===== config.mk =====
export PLATFORM = sky130hd
export DESIGN_NAME = aead_seq_ctrl
export DESIGN_NICKNAME = d
export VERILOG_FILES = /design/src/rtl/aead_seq_pkg.sv /design/src/rtl/aead_keep_gen.sv /design/src/rtl/aead_seq_ctrl.sv
export SDC_FILE = /design/constraint.sdc
export NUM_CORES = 1
export LEC_CHECK = 0
export CAP_MARGIN = 20
export CORE_AREA = 2 2 391 393
export DETAILED_ROUTE_END_ITERATION = 12
export DIE_AREA = 0 0 393 395
export REMOVE_ABC_BUFFERS = 1
export SLEW_MARGIN = 20
export SYNTH_ARGS = -nofsm -noshare
export SYNTH_HDL_FRONTEND = slang
export SYNTH_HIERARCHICAL = 1
export SYNTH_SLANG_ARGS = --single-unit

===== constraint.sdc =====
create_clock -name clk -period 3.6 [get_ports clk]
set_clock_uncertainty 0.2 [all_clocks]
set_input_delay 0.72 -clock clk [delete_from_list [all_inputs] [get_ports clk]]
set_output_delay 0.72 -clock clk [all_outputs]
set_load 0.005 [all_outputs]

===== src/rtl/aead_seq_pkg.sv =====
// aead_seq_pkg
// Shared definitions for the AEAD sequencing controller: FSM state encoding,
// algorithm select codes and the engine beat size in bytes.
package aead_seq_pkg;

  localparam logic ALGO_AES    = 1'b0;
  localparam logic ALGO_CHACHA = 1'b1;

  localparam int BEAT_BYTES = 16;

  typedef enum logic [2:0] {
    IDLE     = 3'd0,
    CFG      = 3'd1,
    AAD      = 3'd2,
    PLD      = 3'd3,
    LEN      = 3'd4,
    WAIT_TAG = 3'd5,
    TAG_OUT  = 3'd6
  } seq_state_t;

endpackage


===== src/rtl/aead_keep_gen.sv =====
// aead_keep_gen
// Maps the number of bytes still to be sent in the current phase to the byte
// enable of the beat on the bus and whether that beat is the phase's last.
// Byte 0 of a beat sits in data[127:120], so partial beats fill keep from
// the MSB down.
//   rem_bytes  in  32  bytes remaining in the current phase
//   keep       out 16  byte enables for the current beat
//   last       out 1   current beat is the final beat of the phase
module aead_keep_gen
  import aead_seq_pkg::*;
(
  input  logic [31:0] rem_bytes,
  output logic [15:0] keep,
  output logic        last
);

  logic [4:0] shift_amt;

  // A full beat needs no shift; a partial beat of n bytes keeps the top n bits.
  always_comb begin
    keep      = 16'hFFFF;
    last      = 1'b0;
    shift_amt = 5'd0;
    if (rem_bytes <= 32'(BEAT_BYTES)) begin
      last = 1'b1;
      if (rem_bytes == 32'd0) begin
        keep = 16'h0000;
      end else if (rem_bytes < 32'(BEAT_BYTES)) begin
        shift_amt = 5'd16 - {1'b0, rem_bytes[3:0]};
        keep      = 16'hFFFF << shift_amt;
      end
    end
  end

endmodule


===== src/rtl/aead_seq_ctrl.sv =====
// aead_seq_ctrl
// Sequences one AEAD job through an AES-GCM or ChaCha20-Poly1305 engine:
// configure, stream AAD beats, stream payload beats, issue the lengths block,
// collect the two tag halves and hand the combined tag to the host.
//   clk, rst_n                        clock, async active-low reset
//   job_valid/job_ready, job_*        job descriptor handshake
//   in_valid/in_ready/in_data         host beat stream (AAD then payload)
//   cfg_we, algo_sel                  engine config strobe, held algorithm
//   aad_*/pld_*                       engine AAD and payload ports
//   len_valid/len_block/len_ready     engine lengths port
//   aad_done/pld_done/lens_done       engine pulses (informational only)
//   tag_pre_xor*, tagmask*            engine tag halves
//   tag_valid/tag_ready/tag           final tag handshake
//   busy, err                         job in progress, sticky timeout flag
module aead_seq_ctrl
  import aead_seq_pkg::*;
#(
  parameter int TIMEOUT_CYC = 4096,
  parameter int DW          = 128
) (
  input  logic          clk,
  input  logic          rst_n,
  input  logic          job_valid,
  output logic          job_ready,
  input  logic          job_algo,
  input  logic [15:0]   job_aad_bytes,
  input  logic [31:0]   job_pld_bytes,
  input  logic          in_valid,
  output logic          in_ready,
  input  logic [DW-1:0] in_data,
  output logic          cfg_we,
  output logic          algo_sel,
  output logic          aad_valid,
  output logic [DW-1:0] aad_data,
  output logic [15:0]   aad_keep,
  input  logic          aad_ready,
  output logic          pld_valid,
  output logic [DW-1:0] pld_data,
  output logic [15:0]   pld_keep,
  input  logic          pld_ready,
  output logic          len_valid,
  output logic [127:0]  len_block,
  input  logic          len_ready,
  input  logic          aad_done,
  input  logic          pld_done,
  input  logic          lens_done,
  input  logic [127:0]  tag_pre_xor,
  input  logic          tag_pre_xor_valid,
  input  logic [127:0]  tagmask,
  input  logic          tagmask_valid,
  output logic          tag_valid,
  input  logic          tag_ready,
  output logic [127:0]  tag,
  output logic          busy,
  output logic          err
);

  if (DW != 128) begin : g_dw_check
    $error("aead_seq_ctrl: DW must be 128");
  end

  seq_state_t   state, state_next;
  logic [15:0]  aad_bytes_q;
  logic [31:0]  pld_bytes_q;
  logic [31:0]  rem_bytes;
  logic [31:0]  tmo_cnt;
  logic [127:0] pre_q, mask_q;
  logic         have_pre, have_mask;
  logic [15:0]  beat_keep;
  logic         beat_last;
  logic         beat_fire;
  logic         timeout_fire;
  logic [63:0]  len_aad, len_pld;
  logic         unused_done;

  // The engine's phase-complete pulses never steer the sequencer.
  assign unused_done = aad_done | pld_done | lens_done;

  aead_keep_gen u_keep_gen (
    .rem_bytes (rem_bytes),
    .keep      (beat_keep),
    .last      (beat_last)
  );

  // A ChaCha length field is the byte count laid out little-endian.
  function automatic logic [63:0] le64(input logic [63:0] v);
    logic [63:0] r;
    for (int i = 0; i < 8; i++) begin
      r[8*(7-i) +: 8] = v[8*i +: 8];
    end
    return r;
  endfunction

  // AES-GCM wants bit lengths big-endian; ChaCha-Poly wants byte lengths LE.
  always_comb begin
    if (algo_sel == ALGO_AES) begin
      len_aad = {45'd0, aad_bytes_q, 3'b000};
      len_pld = {29'd0, pld_bytes_q, 3'b000};
    end else begin
      len_aad = le64({48'd0, aad_bytes_q});
      len_pld = le64({32'd0, pld_bytes_q});
    end
  end

  always_ff @(posedge clk or negedge rst_n) begin
    if (!rst_n) begin
      state <= IDLE;
    end else begin
      state <= state_next;
    end
  end

  // Next state and all handshake outputs; the data ports are zeroed outside
  // their phase so nothing leaks onto an idle engine port.
  always_comb begin
    state_next   = state;
    job_ready    = 1'b0;
    busy         = 1'b1;
    cfg_we       = 1'b0;
    in_ready     = 1'b0;
    aad_valid    = 1'b0;
    aad_data     = '0;
    aad_keep     = 16'h0000;
    pld_valid    = 1'b0;
    pld_data     = '0;
    pld_keep     = 16'h0000;
    len_valid    = 1'b0;
    len_block    = '0;
    tag_valid    = 1'b0;
    tag          = '0;
    beat_fire    = 1'b0;
    timeout_fire = 1'b0;
    case (state)
      IDLE: begin
        busy      = 1'b0;
        job_ready = 1'b1;
        if (job_valid) state_next = CFG;
      end
      CFG: begin
        cfg_we = 1'b1;
        if (aad_bytes_q != 16'd0)      state_next = AAD;
        else if (pld_bytes_q != 32'd0) state_next = PLD;
        else                           state_next = LEN;
      end
      AAD: begin
        aad_valid = in_valid;
        aad_data  = in_data;
        aad_keep  = beat_keep;
        in_ready  = aad_ready;
        beat_fire = in_valid & aad_ready;
        if (beat_fire && beat_last) begin
          state_next = (pld_bytes_q != 32'd0) ? PLD : LEN;
        end
      end
      PLD: begin
        pld_valid = in_valid;
        pld_data  = in_data;
        pld_keep  = beat_keep;
        in_ready  = pld_ready;
        beat_fire = in_valid & pld_ready;
        if (beat_fire && beat_last) state_next = LEN;
      end
      LEN: begin
        len_valid = 1'b1;
        len_block = {len_aad, len_pld};
        if (len_ready) state_next = WAIT_TAG;
      end
      WAIT_TAG: begin
        if (have_pre && have_mask) begin
          state_next = TAG_OUT;
        end else if (tmo_cnt == 32'(TIMEOUT_CYC - 1)) begin
          timeout_fire = 1'b1;
          state_next   = IDLE;
        end
      end
      TAG_OUT: begin
        tag_valid = 1'b1;
        tag       = pre_q ^ mask_q;
        if (tag_ready) state_next = IDLE;
      end
      default: state_next = IDLE;
    endcase
  end

  // Descriptor, byte counter, timeout counter and tag-half capture.
  always_ff @(posedge clk or negedge rst_n) begin
    if (!rst_n) begin
      algo_sel    <= 1'b0;
      aad_bytes_q <= 16'd0;
      pld_bytes_q <= 32'd0;
      rem_bytes   <= 32'd0;
      tmo_cnt     <= 32'd0;
      pre_q       <= '0;
      mask_q      <= '0;
      have_pre    <= 1'b0;
      have_mask   <= 1'b0;
      err         <= 1'b0;
    end else begin
      case (state)
        IDLE: begin
          if (job_valid) begin
            algo_sel    <= job_algo;
            aad_bytes_q <= job_aad_bytes;
            pld_bytes_q <= job_pld_bytes;
            pre_q       <= '0;
            mask_q      <= '0;
            have_pre    <= 1'b0;
            have_mask   <= 1'b0;
            err         <= 1'b0;
          end
        end
        CFG: begin
          rem_bytes <= (aad_bytes_q != 16'd0) ? {16'd0, aad_bytes_q} : pld_bytes_q;
        end
        AAD, PLD: begin
          if (beat_fire) begin
            if (state == AAD && beat_last) begin
              rem_bytes <= pld_bytes_q;
            end else if (rem_bytes > 32'(BEAT_BYTES)) begin
              rem_bytes <= rem_bytes - 32'(BEAT_BYTES);
            end else begin
              rem_bytes <= 32'd0;
            end
          end
        end
        WAIT_TAG: begin
          tmo_cnt <= tmo_cnt + 32'd1;
          if (tag_pre_xor_valid) begin
            pre_q    <= tag_pre_xor;
            have_pre <= 1'b1;
          end
          if (tagmask_valid) begin
            mask_q    <= tagmask;
            have_mask <= 1'b1;
          end
          if (timeout_fire) err <= 1'b1;
        end
        default: ;
      endcase
      if (state != WAIT_TAG) tmo_cnt <= 32'd0;
    end
  end

endmodule


Yosys cells after proc, flatten, opt, wreduce, memory -nomap -nowiden
Index checks and enable logic that the tools add are counted.

word-level totals
  input bits = 446
  register bits after elaboration = 375
  logic and storage cells = 110

cells by class
  add/subtract/negate cells = 3
  mux-type cells = 53
  equal/unequal tests = 18
  $lt $le $gt $ge = 3
  bitwise gates (word level) = 3
  reductions and logical operators = 18
  shift-type cells = 1

operators with widths
  cell                     count
  $mux W128                7
  $pmux W128 S2            2
  $mux W32                 6
  $mux W64                 2
  $xor A128 B128 Y128      1
  $mux W16                 5
  $pmux W32 S2             1
  $add A32 B1 Y32 const B  1
  $eq A32 B12 Y1 const B   1
  $gt A32 B5 Y1 const B    1
  $le A32 B5 Y1 const B    1
  $logic_not A32 Y1        1
  $lt A32 B5 Y1 const B    1
  $reduce_bool A32 Y1      1
  $sub A32 B5 Y32 const B  1
  $mux W3                  9
  $pmux W3 S7              1
  $ne A2 B2 Y1 const B     9
  $reduce_bool A16 Y1      1
  $shl A16 B5 Y16 const A  1
  $mux W1                  15
  $pmux W1 S2              5
  $eq A3 B3 Y1 const B     3
  $reduce_and A3 Y1        3
  other kinds (11)         20

Logic depth before layout (Yosys ltp)
  depth in word-level cells = 6
  mapped depth = 10
  gate-level depth less buffers = 9

Modules after synthesis
The synthesis kept the hierarchy.

by module, submodules not included
  module         cells an instance  times used  area each (sq um)
  aead_seq_ctrl  2,064              1           19,815.3
  aead_keep_gen  55                 1           326.6

Worst setup path before layout
Ideal clock, no wire load.

  path kind = flip-flop to flip-flop
  start point = reg rem_bytes[9]
  end point = reg rem_bytes[17]
  path buffers = 2
  stages on the path, launching flop included = 10
  data arrival time = 2,416 ps
  clock period less this slack = 2,702 ps
  required time = 3,313 ps
  path slack = 898 ps
  cell sequence = dfrtp_1 > nor4_1 > nand4_1 > a211oi_1 > nand3b_1 > o21ai_0 > clkbuf_1 > clkbuf_1 > nand3_1 > o211ai_1

on the way
  word-level cells in the longest chain between the ends = 6
  elaborated cells on any way between the ends = 9

RTL lines
  what                    line                  RTL
  from (decl)             aead_seq_ctrl.sv:65   logic [31:0] rem_bytes;
  from (signal assigned)  aead_seq_ctrl.sv:213  rem_bytes <= (aad_bytes_q != 16'd0) ? {16'd0, aad_bytes_q} : pld_bytes_q;
  from (signal assigned)  aead_seq_ctrl.sv:218  rem_bytes <= pld_bytes_q;
  from (signal assigned)  aead_seq_ctrl.sv:220  rem_bytes <= rem_bytes - 32'(BEAT_BYTES);
  $le A32 B5 Y1           aead_keep_gen.sv:24   if (rem_bytes <= 32'(BEAT_BYTES)) begin
  $mux W1                 aead_keep_gen.sv:24
  named net beat_last     aead_seq_ctrl.sv:70   logic beat_last;
  $logic_and A1 B1 Y1     aead_seq_ctrl.sv:217  if (state == AAD && beat_last) begin
  $mux W32                aead_seq_ctrl.sv:217
  $mux W32                aead_seq_ctrl.sv:216  if (beat_fire) begin
  $pmux W32 S2            aead_seq_ctrl.sv:199  case (state)

The timed path passes the listed nets, and every way through them passes these cells. The select of a mux whose other input is x is not followed.
A chain may end at the register's enable or synchronous reset.

Final worst setup path
  start point = reg state[1]
  end point = out len_block[16]

on the way
  word-level cells in the longest chain between the ends = 2

RTL lines
  what                    line                  RTL
  from (decl)             aead_seq_ctrl.sv:62   seq_state_t state, state_next;
  from (signal assigned)  aead_seq_ctrl.sv:109  state <= state_next;
  $eq A3 B3 Y1            aead_seq_ctrl.sv:133  case (state)
  $mux W128               aead_seq_ctrl.sv:133
  to (decl)               aead_seq_ctrl.sv:42   output logic [127:0] len_block,

No other way between the ends.

==> metrics.md <==
| Metric | Value |
|---|---|
| EDFF count, synth | 0 |
| Antenna violations before repair | 33 |
| DR vias/cell | 3.99 |
| Worst path max stage delay | 500 ps |
| Post-synthesis sequential area ratio | between 40 and 50% |
| Io pins | 1000 |
| Period utilisation layout | 99.2% |
| CP Cell Sequence | nand2b_1 -> or2_4 -> nor2_4 -> buf_6 -> clkbuf_16 -> buf_12 -> and2_1 -> clkdlybuf4s50_1 |
| Max-slew violation count | 0 |
| Leakage | 15.6 nW |
| Psw | 8.91 mW |
| CTS Buf Count | 44 |
| CP Launch Type | register |
| Clock Path Buffers | 3 |
| Yosys top cell by area | dfrtp_1 |
| CP arrival | 2650 ps |
| Root Driver | clkbuf_16 |
| DR vias | 20631 |
| CP endpoint kind | output pin |
| Setup violations, final | 0 |
| Sw frac | 39.2% |
| Synth warn | 6 |
| P per Cell Area | 640 mW/mm² |
| Worst slew margin | between 30% and 40% |
| Initial detailed-routing violation count | about 1100 |
| Top cells by area, synth | dfrtp_1 47%, a22o_1 11%, and2_1 11% |
| Final Hold Viols | 0 |
| Slew @ Worst Pin | 1000 ps |
| TNS Setup | 0 ps |
| Die width | 393 µm |
| Mapped cell area | 0.0201 mm² |
| Final WL | 131 mm |
| Critical Path RT | ~2700 ps |
| H-tree levels | 2 |
| Seq cells post-synth | between 300 and 400 |
| Flop pwr share | 31.7% |
| Clock power frac | 20.7% |
| Die Y | ~400 µm |
| First-pass GRT wire length | 172 mm |
| # rows | 143 |
| Mean Syn Cell Area | 9.51 µm² |
| Synth cell types | 70 |
| 1st-pass router iterations | 5 |
| Top cell type's share of synthesized area | about 47% |
| Crit-path max FO | 5 |
| Int Pwr | about 14 mW |
| Full die area | 0.155 mm² |
| Primary FF master, synth | dfrtp_1 |
| Cells after Synth | 2119 |
| Total GRT Usage | 15.8% |
| Fmax | 0.280 GHz |
| Overflow after GRT | 0 |
| Crit path kind | reg -> out |
| Drc violations | 0 |
| Ys async rst share | 100% |
| RSZ-0062 raised after global routing | true |
| Worst-Skew Late Latency | roughly 580 ps |
| Max Cap Viol | 0 |
| Routability cong. | ~0.9 |
| Fin crit period | 3570 ps |
| Clk slew on worst S/H paths | approximately 60 ps |
| Status | finished clean |
| Initial Utilization | 13.3% |
| Hold Crit Class | reg -> reg |
| Layout area overhead | 76.6% |
| ANT nets after route | 0 |
| CTS tree | done |
| Clock Sinks | 375 |
| # fillers | 16342 |
| Buffers on Ports | 961 |
| Fin nets | 3557 |
| Pin count of the biggest net entering global routing | 80 |
| Number of global-route vias before repair | around 21000 |
| Avg WL per Cell | between 20 and 30 µm |
| VDD IR max | roughly 0.38 mV |
| Combinational Power Share | between 40% and 50% |
| Dpl hpwl | 98.8 mm |
| Hold slack | 280 ps |
| Slowest library cell on the worst path | clkdlybuf4s50_1 |
| Core ar. | 0.151 mm² |
| Fraction of layout cells with a size suffix above 1 | about 11% |
## registers in the layout (all words and copies together), names as in the netlist
register and cells:
aad_bytes_q 16, algo_sel 1, tmo_cnt 32, have_pre 1
pre_q 128, state 3, have_mask 1, err 1
rem_bytes 32, pld_bytes_q 32, mask_q 128
## routing by layer
layer  up-vias  GRT usage (%)  routed length, µm
li1       9275              -                  -
met1     10276           17.5              49000
met2       873           29.4              67900
met3       205           2.90               7640
met4         2           6.23               6100
met5         -              0                 12
## power groups by stage
| stage | sequential [mW] | clock [mW] | combinational (mW) |
|---|---|---|---|
| 4_1_cts | 7.22 | 4.86 | 10.8 |
| 2_1_floorplan | 6.60 | 0 | 4.37 |
| 3_5_place_dp | 7.26 | 0 | 9.98 |
| 6_report | 7.20 | 4.70 | 10.8 |
| 5_1_grt | 7.38 | 4.98 | 11.7 |
| 3_3_place_gp | 7.23 | 0 | 9.94 |
## final timing paths
| kind | start | endpoint | slack (ps) | depth (start not counted) |
|---|---|---|---|---|
| min in group asynchronous | rst_n | mask_q[127] | 550 | 2 |
| setup / recovery | state[1] | len_block[16] | 30 | 8 |
| setup reg to reg | rem_bytes[1] | rem_bytes[21] | 600 | 8 |
| hold / removal | tmo_cnt[0] | tmo_cnt[0] | 280 | 1 |
| hold reg to reg | tmo_cnt[0] | tmo_cnt[0] | 280 | 1 |
| max in group asynchronous | rst_n | mask_q[105] | 1650 | 3 |
## critical path, delay by kind of cell, from the launching register on
kind | cells | cell delay, ps
buf+inv | 4 | 940
simple gates | 4 | 680
flops | 1 | 430
## per-stage QoR
step	power (mW)	util [%]	worst slack [ps]	instances	area [µm²]
after global placement	17.2	21.7	299	5023	32800
after global routing	24.1	23.5	-90.3	5168	35600
after detailed placement	17.2	21.7	296	5023	32800
final	22.7	23.5	27.6	5175	35600
after CTS	22.9	23.1	-10.9	5145	35000
after floorplan	11.0	-	-8480	1955	19400
## final cells by class
class / instances / area, µm² / area share, %
Timing Repair Buffer: 1103 / 11900 / 33.4
Multi-Input combinational cell: 1558 / 10200 / 28.6
Sequential cell: 375 / 9400 / 26.4
Tap cell: 2030 / 2540 / 7.14
Clock buffer: 63 / 1260 / 3.55
Clock inverter: 15 / 201 / 0.566
Inverter: 23 / 98.8 / 0.278
Antenna cell: 8 / 20.0 / 0.0563
## cells in the final DEF, fill, tap and decap left out, types with 19 or more instances in the layout
| cell type | instances |
|---|---|
| clkdlybuf4s50_1 | 786 |
| dfrtp_1 | 362 |
| and2_1 | 325 |
| a22o_1 | 261 |
| nor2_1 | 192 |
| nand2_1 | 185 |
| xnor2_1 | 150 |
| buf_4 | 110 |
| dlymetal6s2s_1 | 74 |
| buf_12 | 67 |
| and3_1 | 54 |
| clkbuf_16 | 51 |
| nand3_1 | 43 |
| conb_1 | 35 |
| nor4_1 | 34 |
| dlygate4sd2_1 | 34 |
| nand4_1 | 27 |
| a21oi_1 | 27 |
| inv_1 | 22 |
| nor3_1 | 19 |
## Yosys cell counts, types with 10 or more instances
| cell | count |
|---|---|
| o21ai_0 | 18 |
| xnor2_1 | 150 |
| a2111oi_0 | 11 |
| nand4_1 | 27 |
| nor4_1 | 40 |
| and2_1 | 340 |
| and3_1 | 54 |
| buf_1 | 10 |
| a21oi_1 | 27 |
| inv_1 | 23 |
| dfrtp_1 | 375 |
| xor2_1 | 11 |
| a211oi_1 | 12 |
| a22o_1 | 261 |
| nand3_1 | 44 |
| buf_4 | 35 |
| clkbuf_1 | 144 |
| nor2_1 | 197 |
| nand2_1 | 187 |
| nor3_1 | 20 |
## logic make-up (layout without fill, tap and decap cells)
group	Yosys count	after routing	share of synthesized area [%]
compound gates	383	383	15.5
xor+xnor	161	161	7.00
fa+ha+maj	6	6	0.373
buf+inv	221	1204	4.86
flops	375	375	46.6
mux	11	11	0.584
other cells	1	43	0.0186
simple gates	961	962	25.1
## timing repair
item | 4_1_cts | 5_1_grt
resized for setup | 112 | 98
gates cloned | 10 | 6
hold endpoints to repair | 46 | 0
hold buffers | 1 | 0
setup buffers | 33 | 17
endpoints found under the setup margin | 367 | 118
pin swaps | 13 | 1
No activity file was read; power rests on OpenSTA's default activity.
